**src/rtl/dmem_arbiter.sv**
```systemverilog
// Shares one DataMem between the core and debug/loader ports using a registered owner FSM.
// Latency: a grant follows a request from IDLE by one cycle. Reads return one cycle after the transfer edge. A port waits while the other port owns the memory.
module dmem_arbiter #(
  parameter int AW       = 8,
  parameter int DW       = 8,
  parameter int MAX_HOLD = 4
) (
  input  logic          clk,
  input  logic          rst,
  input  logic          c_req,
  input  logic          c_we,
  input  logic [AW-1:0] c_addr,
  input  logic [DW-1:0] c_wdata,
  output logic          c_gnt,
  output logic          c_rvalid,
  output logic [DW-1:0] c_rdata,
  input  logic          d_req,
  input  logic          d_we,
  input  logic [AW-1:0] d_addr,
  input  logic [DW-1:0] d_wdata,
  output logic          d_gnt,
  output logic          d_rvalid,
  output logic [DW-1:0] d_rdata,
  output logic          mem_we,
  output logic [AW-1:0] mem_addr,
  output logic [DW-1:0] mem_wdata,
  input  logic [DW-1:0] mem_rdata,
  output logic [1:0]    owner
);

  typedef enum logic [1:0] {
    S_IDLE = 2'd0,
    S_CORE = 2'd1,
    S_DBG  = 2'd2
  } state_t;

  localparam logic [4:0] MAXH = 5'(MAX_HOLD);

  state_t          state_q, state_d;
  logic [3:0]      hold_q, hold_d;
  logic            c_rvalid_q, d_rvalid_q;
  logic [DW-1:0]   c_rdata_q, d_rdata_q;
  logic            x_req, y_req;
  logic [4:0]      hold_inc;

  assign c_gnt = (state_q == S_CORE) & c_req;
  assign d_gnt = (state_q == S_DBG) & d_req;

  always_comb begin
    mem_we    = 1'b0;
    mem_addr  = '0;
    mem_wdata = '0;
    case (state_q)
      S_CORE: begin
        mem_we    = c_req & c_we;
        mem_addr  = c_addr;
        mem_wdata = c_wdata;
      end
      S_DBG: begin
        mem_we    = d_req & d_we;
        mem_addr  = d_addr;
        mem_wdata = d_wdata;
      end
      default: ;
    endcase
  end

  // x is the current owner, y the other port; hold_q counts completed transfers this tenure.
  always_comb begin
    state_d  = state_q;
    hold_d   = hold_q;
    x_req    = 1'b0;
    y_req    = 1'b0;
    hold_inc = {1'b0, hold_q} + 5'd1;
    case (state_q)
      S_CORE: begin
        x_req = c_req;
        y_req = d_req;
      end
      S_DBG: begin
        x_req = d_req;
        y_req = c_req;
      end
      default: ;
    endcase

    if (state_q == S_IDLE) begin
      hold_d = '0;
      if (c_req)      state_d = S_CORE;
      else if (d_req) state_d = S_DBG;
      else            state_d = S_IDLE;
    end else if (y_req && ((hold_inc >= MAXH) || !x_req)) begin
      state_d = (state_q == S_CORE) ? S_DBG : S_CORE;
      hold_d  = '0;
    end else if (x_req) begin
      hold_d = (hold_inc >= MAXH) ? 4'(MAX_HOLD) : hold_inc[3:0];
    end else begin
      state_d = S_IDLE;
      hold_d  = '0;
    end
  end

  always_ff @(posedge clk or negedge rst) begin
    if (!rst) begin
      state_q    <= S_IDLE;
      hold_q     <= '0;
      c_rvalid_q <= 1'b0;
      d_rvalid_q <= 1'b0;
      c_rdata_q  <= '0;
      d_rdata_q  <= '0;
    end else begin
      state_q    <= state_d;
      hold_q     <= hold_d;
      c_rvalid_q <= c_gnt & ~c_we;
      d_rvalid_q <= d_gnt & ~d_we;
      if (c_gnt && !c_we) c_rdata_q <= mem_rdata;
      if (d_gnt && !d_we) d_rdata_q <= mem_rdata;
    end
  end

  assign c_rvalid = c_rvalid_q;
  assign d_rvalid = d_rvalid_q;
  assign c_rdata  = c_rdata_q;
  assign d_rdata  = d_rdata_q;
  assign owner    = state_q;

endmodule

```
**config.mk**
```make
export PLATFORM = sky130hd
export DESIGN_NAME = dmem_arbiter
export DESIGN_NICKNAME = d
export VERILOG_FILES = /design/src/rtl/dmem_arbiter.sv
export SDC_FILE = /design/constraint.sdc
export NUM_CORES = 1
export LEC_CHECK = 0
export CAP_MARGIN = 15
export CORE_UTILIZATION = 37
export CTS_BUF_LIST = sky130_fd_sc_hd__clkbuf_16
export CTS_CLUSTER_DIAMETER = 100
export DETAILED_ROUTE_END_ITERATION = 16
export PLACE_DENSITY_LB_ADDON = 0.15
export SYNTH_ARGS = -nofsm -noshare
export SYNTH_HDL_FRONTEND = slang
export SYNTH_SLANG_ARGS = --single-unit
```
**constraint.sdc**
```tcl
create_clock -name clk -period 2.4 [get_ports clk]
set_input_delay 0.72 -clock clk [delete_from_list [all_inputs] [get_ports clk]]
set_output_delay 0.72 -clock clk [all_outputs]
set_load 0.02 [all_outputs]
```
==> flow_metrics.tcl <==
set metrics [dict create \
    drt-total-wl_um 4141 \
    cts.path.max_buffers 2 \
    grt_use_total_pct 20.58 \
    grt_max_degree 25 \
    hold_depth 2 \
    p_leak_nw 1.069 \
    period_needed_ns 2.361 \
    drt_pass1_iterations 4 \
    utilization_pct 70.73 \
    crit_path_top_delay_cell "clkdlybuf4s50_1" \
    post_cts_buffers 0 \
    yosys_warnings 0 \
    p_per_area_nw_per_um2 774.7 \
    final.setup.tns_ns 0 \
    r2r_cells 7 \
    timing.reg2reg.setup_slack_ns 0.56 \
    drt_iter0_drc 50 \
    synthMuxAreaShare_pct 8.840 \
    areaGrowthSynthToFinish_pct 77.81 \
    setup_viol 0 \
    yosys_register_bits 24 \
    place.gp.congestion 0.8918 \
    synth_xor_xnor_area_share_pct 0 \
    grt_pass1_vias 1336 \
    die_w_um 62.60 \
    syn-num-nets 189 \
    finalCritPeriodShare_pct 98.39 \
    core_area_um2 3416 \
    synth.avg_cell_area_um2 9.846 \
    die_h_um 62.60 \
    cts-root-buf "clkbuf_16" \
    numClockSinks 24 \
    ys_seq_area_share_pct 44.20 \
    slew_viol_final 0 \
    hold-worst-slack_ns 0.4724 \
    grt-ovfl-total 0 \
    cp_max_fo 1 \
    min_to "d_rdata[6]$_DFFE_PN0P_" \
    antenna_left 0 \
    crit_path_start_kind "input port" \
    io_pins 85 \
    io_buffer_count 84 \
    min_path_type "flop to flop" \
    cts_hold_buffers 0 \
    fillers 274 \
    yosys.area_share.simple_pct 19.80 \
    cts_tree "built" \
    placed_area_um2 2356 \
    clkTransAtPathRegs_ns 0.06 \
    required_ns 1.68 \
    synth-compound-area-share_pct 16.30 \
    synth_top_family_by_area "simple AND/OR/NAND/NOR gates" \
    synth.top_cell.area_share_pct 44.20 \
    path_cells "clkdlybuf4s50_1, a22oi_2, nor2b_1, clkdlybuf4s15_2" \
    synth_top_area_cell "dfrtp_1" \
    final-hold-violation-count 0 \
    initial_utilization_pct 39.78 \
    antenna_found_initial 0 \
    setup_slack_ns 0.03865 \
    worstSetupPathType "input port to output pin" \
    netlist_area_um2 1359 \
    num_rows 21 \
    cp_slowest_stage_delay_ns 0.47 \
    wl_per_cell_um 14.90 \
    syn_inst 138 \
    cts_buffers 3 \
    htreeDepth 1 \
    rr_startpoint "owner[1]$_DFFE_PN0P_" \
    worstHoldStart "d_rdata[6]$_DFFE_PN0P_" \
    grt_pass1_wl_um 6430 \
    route.detailed.drc 0 \
    diodes 0 \
    dieArea_um2 3919 \
    clk_latency_ns 0.25 \
    status "completed" \
    via_per_inst 4.906 \
    fin_worst_skew_ns 0.002326 \
    drive_gt1_share_pct 25.43 \
    synth.distinct_cells 27 \
    max_freq_mhz 423.5 \
    final_nets 285 \
    routed-via-count 1364 \
    cp-end-kind "output pin" \
    cp_data_arrival_time_ns 1.64 \
    drv_cap 0 \
    ir_drop_mv 0.6037 \
    r2r_end "owner[1]$_DFFE_PN0P_" \
    dpl_worst_slack_ns -0.5650 \
    synth_area_leaders "dfrtp_1 (44%), a22oi_1 (9.4%), mux2_4 (8.8%), nand2_1 (8.6%), nor2b_1 (7.8%)" \
    synthAdderAreaFrac_pct 4.604 \
    dp_hpwl_um 3157 \
    rsz0062_at_grt "no" \
    final_cell_area_um2 2416 \
]
## per-stage QoR
| step | total power, W | instances |
|---|---|---|
| final | 0.001872 | 278 |
| after detailed placement | 0.001523 | 275 |
| after global routing | 0.001958 | 278 |
| after CTS | 0.001871 | 278 |
| after global placement | 0.001499 | 275 |
| after floorplan | 0.001032 | 138 |
## cell usage in the layout (no fill, tap or decap), drive strengths merged, types with 2 or more instances in the layout
cell type	instances
a211oi	2
clkbuf	5
a22oi	17
o21bai	2
dlygate4sd2	2
dfrtp	24
clkdlybuf4s15	3
nor2	3
nor2b	18
mux2	8
o21ai	3
ha	5
inv	5
nand2	31
buf	30
clkdlybuf4s50	63
## logic make-up after synthesis
logic type	Yosys count
AOI/OAI and AO/OA	30
adders and majority gates	5
buffers and inverters	15
DFF	24
muxes	8
and+or+nand+nor	55
other	1
## where the power goes
part | internal, W | total, W | switching [W]
logic | 0.000504 | 0.000930 | 0.000426
clock network | 0.000220 | 0.000349 | 0.000129
registers | 0.000522 | 0.000593 | 0.0000708
## layout make-up
class                           count  area [um2]  area share, %
Inverter                            6       22.52         0.9322
Timing Repair Buffer              100       929.6          38.48
Multi-Input combinational cell     99       729.5          30.19
Clock buffer                        3       75.07          3.107
Sequential cell                    24       601.8          24.91
Tap cell                           46       57.56          2.382
## cells in the mapped netlist
master and count:
a211oi_1 1, a211oi_2 1, a21boi_0 1, a21oi_1 1, a22oi_1 17, a31oi_1 1
and2_4 1, buf_2 2, buf_6 3, clkbuf_1 4, clkinv_1 1, conb_1 1
dfrtp_1 24, ha_1 5, inv_1 5, mux2_4 8, nand2_1 31, nand2b_1 1
nor2_1 3, nor2b_1 17, nor2b_4 1, o211ai_1 1, o21ai_0 3, o21bai_1 2
o31ai_1 1, o32a_1 1, or2_2 1
## worst max-delay path by stage
stage | end | depth (start not counted) | slack (ns) | start
3_5_place_dp | mem_we | 5 | -0.57 | c_req
6_report | mem_wdata[4] | 4 | 0.04 | d_wdata[4]
2_1_floorplan | mem_addr[3] | 5 | 0.05 | owner[0]$_DFFE_PN0P_
5_1_grt | mem_wdata[4] | 4 | 0.005 | d_wdata[4]
3_3_place_gp | mem_we | 5 | -0.55 | c_req
4_1_cts | mem_wdata[0] | 4 | 0.002 | d_wdata[0]
## worst max-delay path: cells and delay by family
| kind | cells | cell delay, ns |
|---|---|---|
| AND/OR/NAND/NOR | 1 | 0.11 |
| AO/OA/AOI/OAI | 1 | 0.07 |
| buffers and inverters | 2 | 0.74 |
## state kept, by name, indices dropped and copies added, names as in the netlist
register / cells
c_rdata: 8
hold_q: 4
c_rvalid: 1
d_rdata: 8
owner: 2
d_rvalid: 1
## per-layer routing
layer  GRT usage (%)  vias up  wire length (um)
met5               0        -                 0
met4           4.360        0                31
met3           3.467        4               149
met2           38.32       41              2215
met1           24.51      667              1744
li1                -      652                 -
## what timing repair did
| action | in CTS | in global routing |
|---|---|---|
| resized for setup | 67 | 22 |
| setup endpoints to repair | 19 | 14 |
| pin swaps | 1 | 0 |
Power figures use the tool's default switching activity.
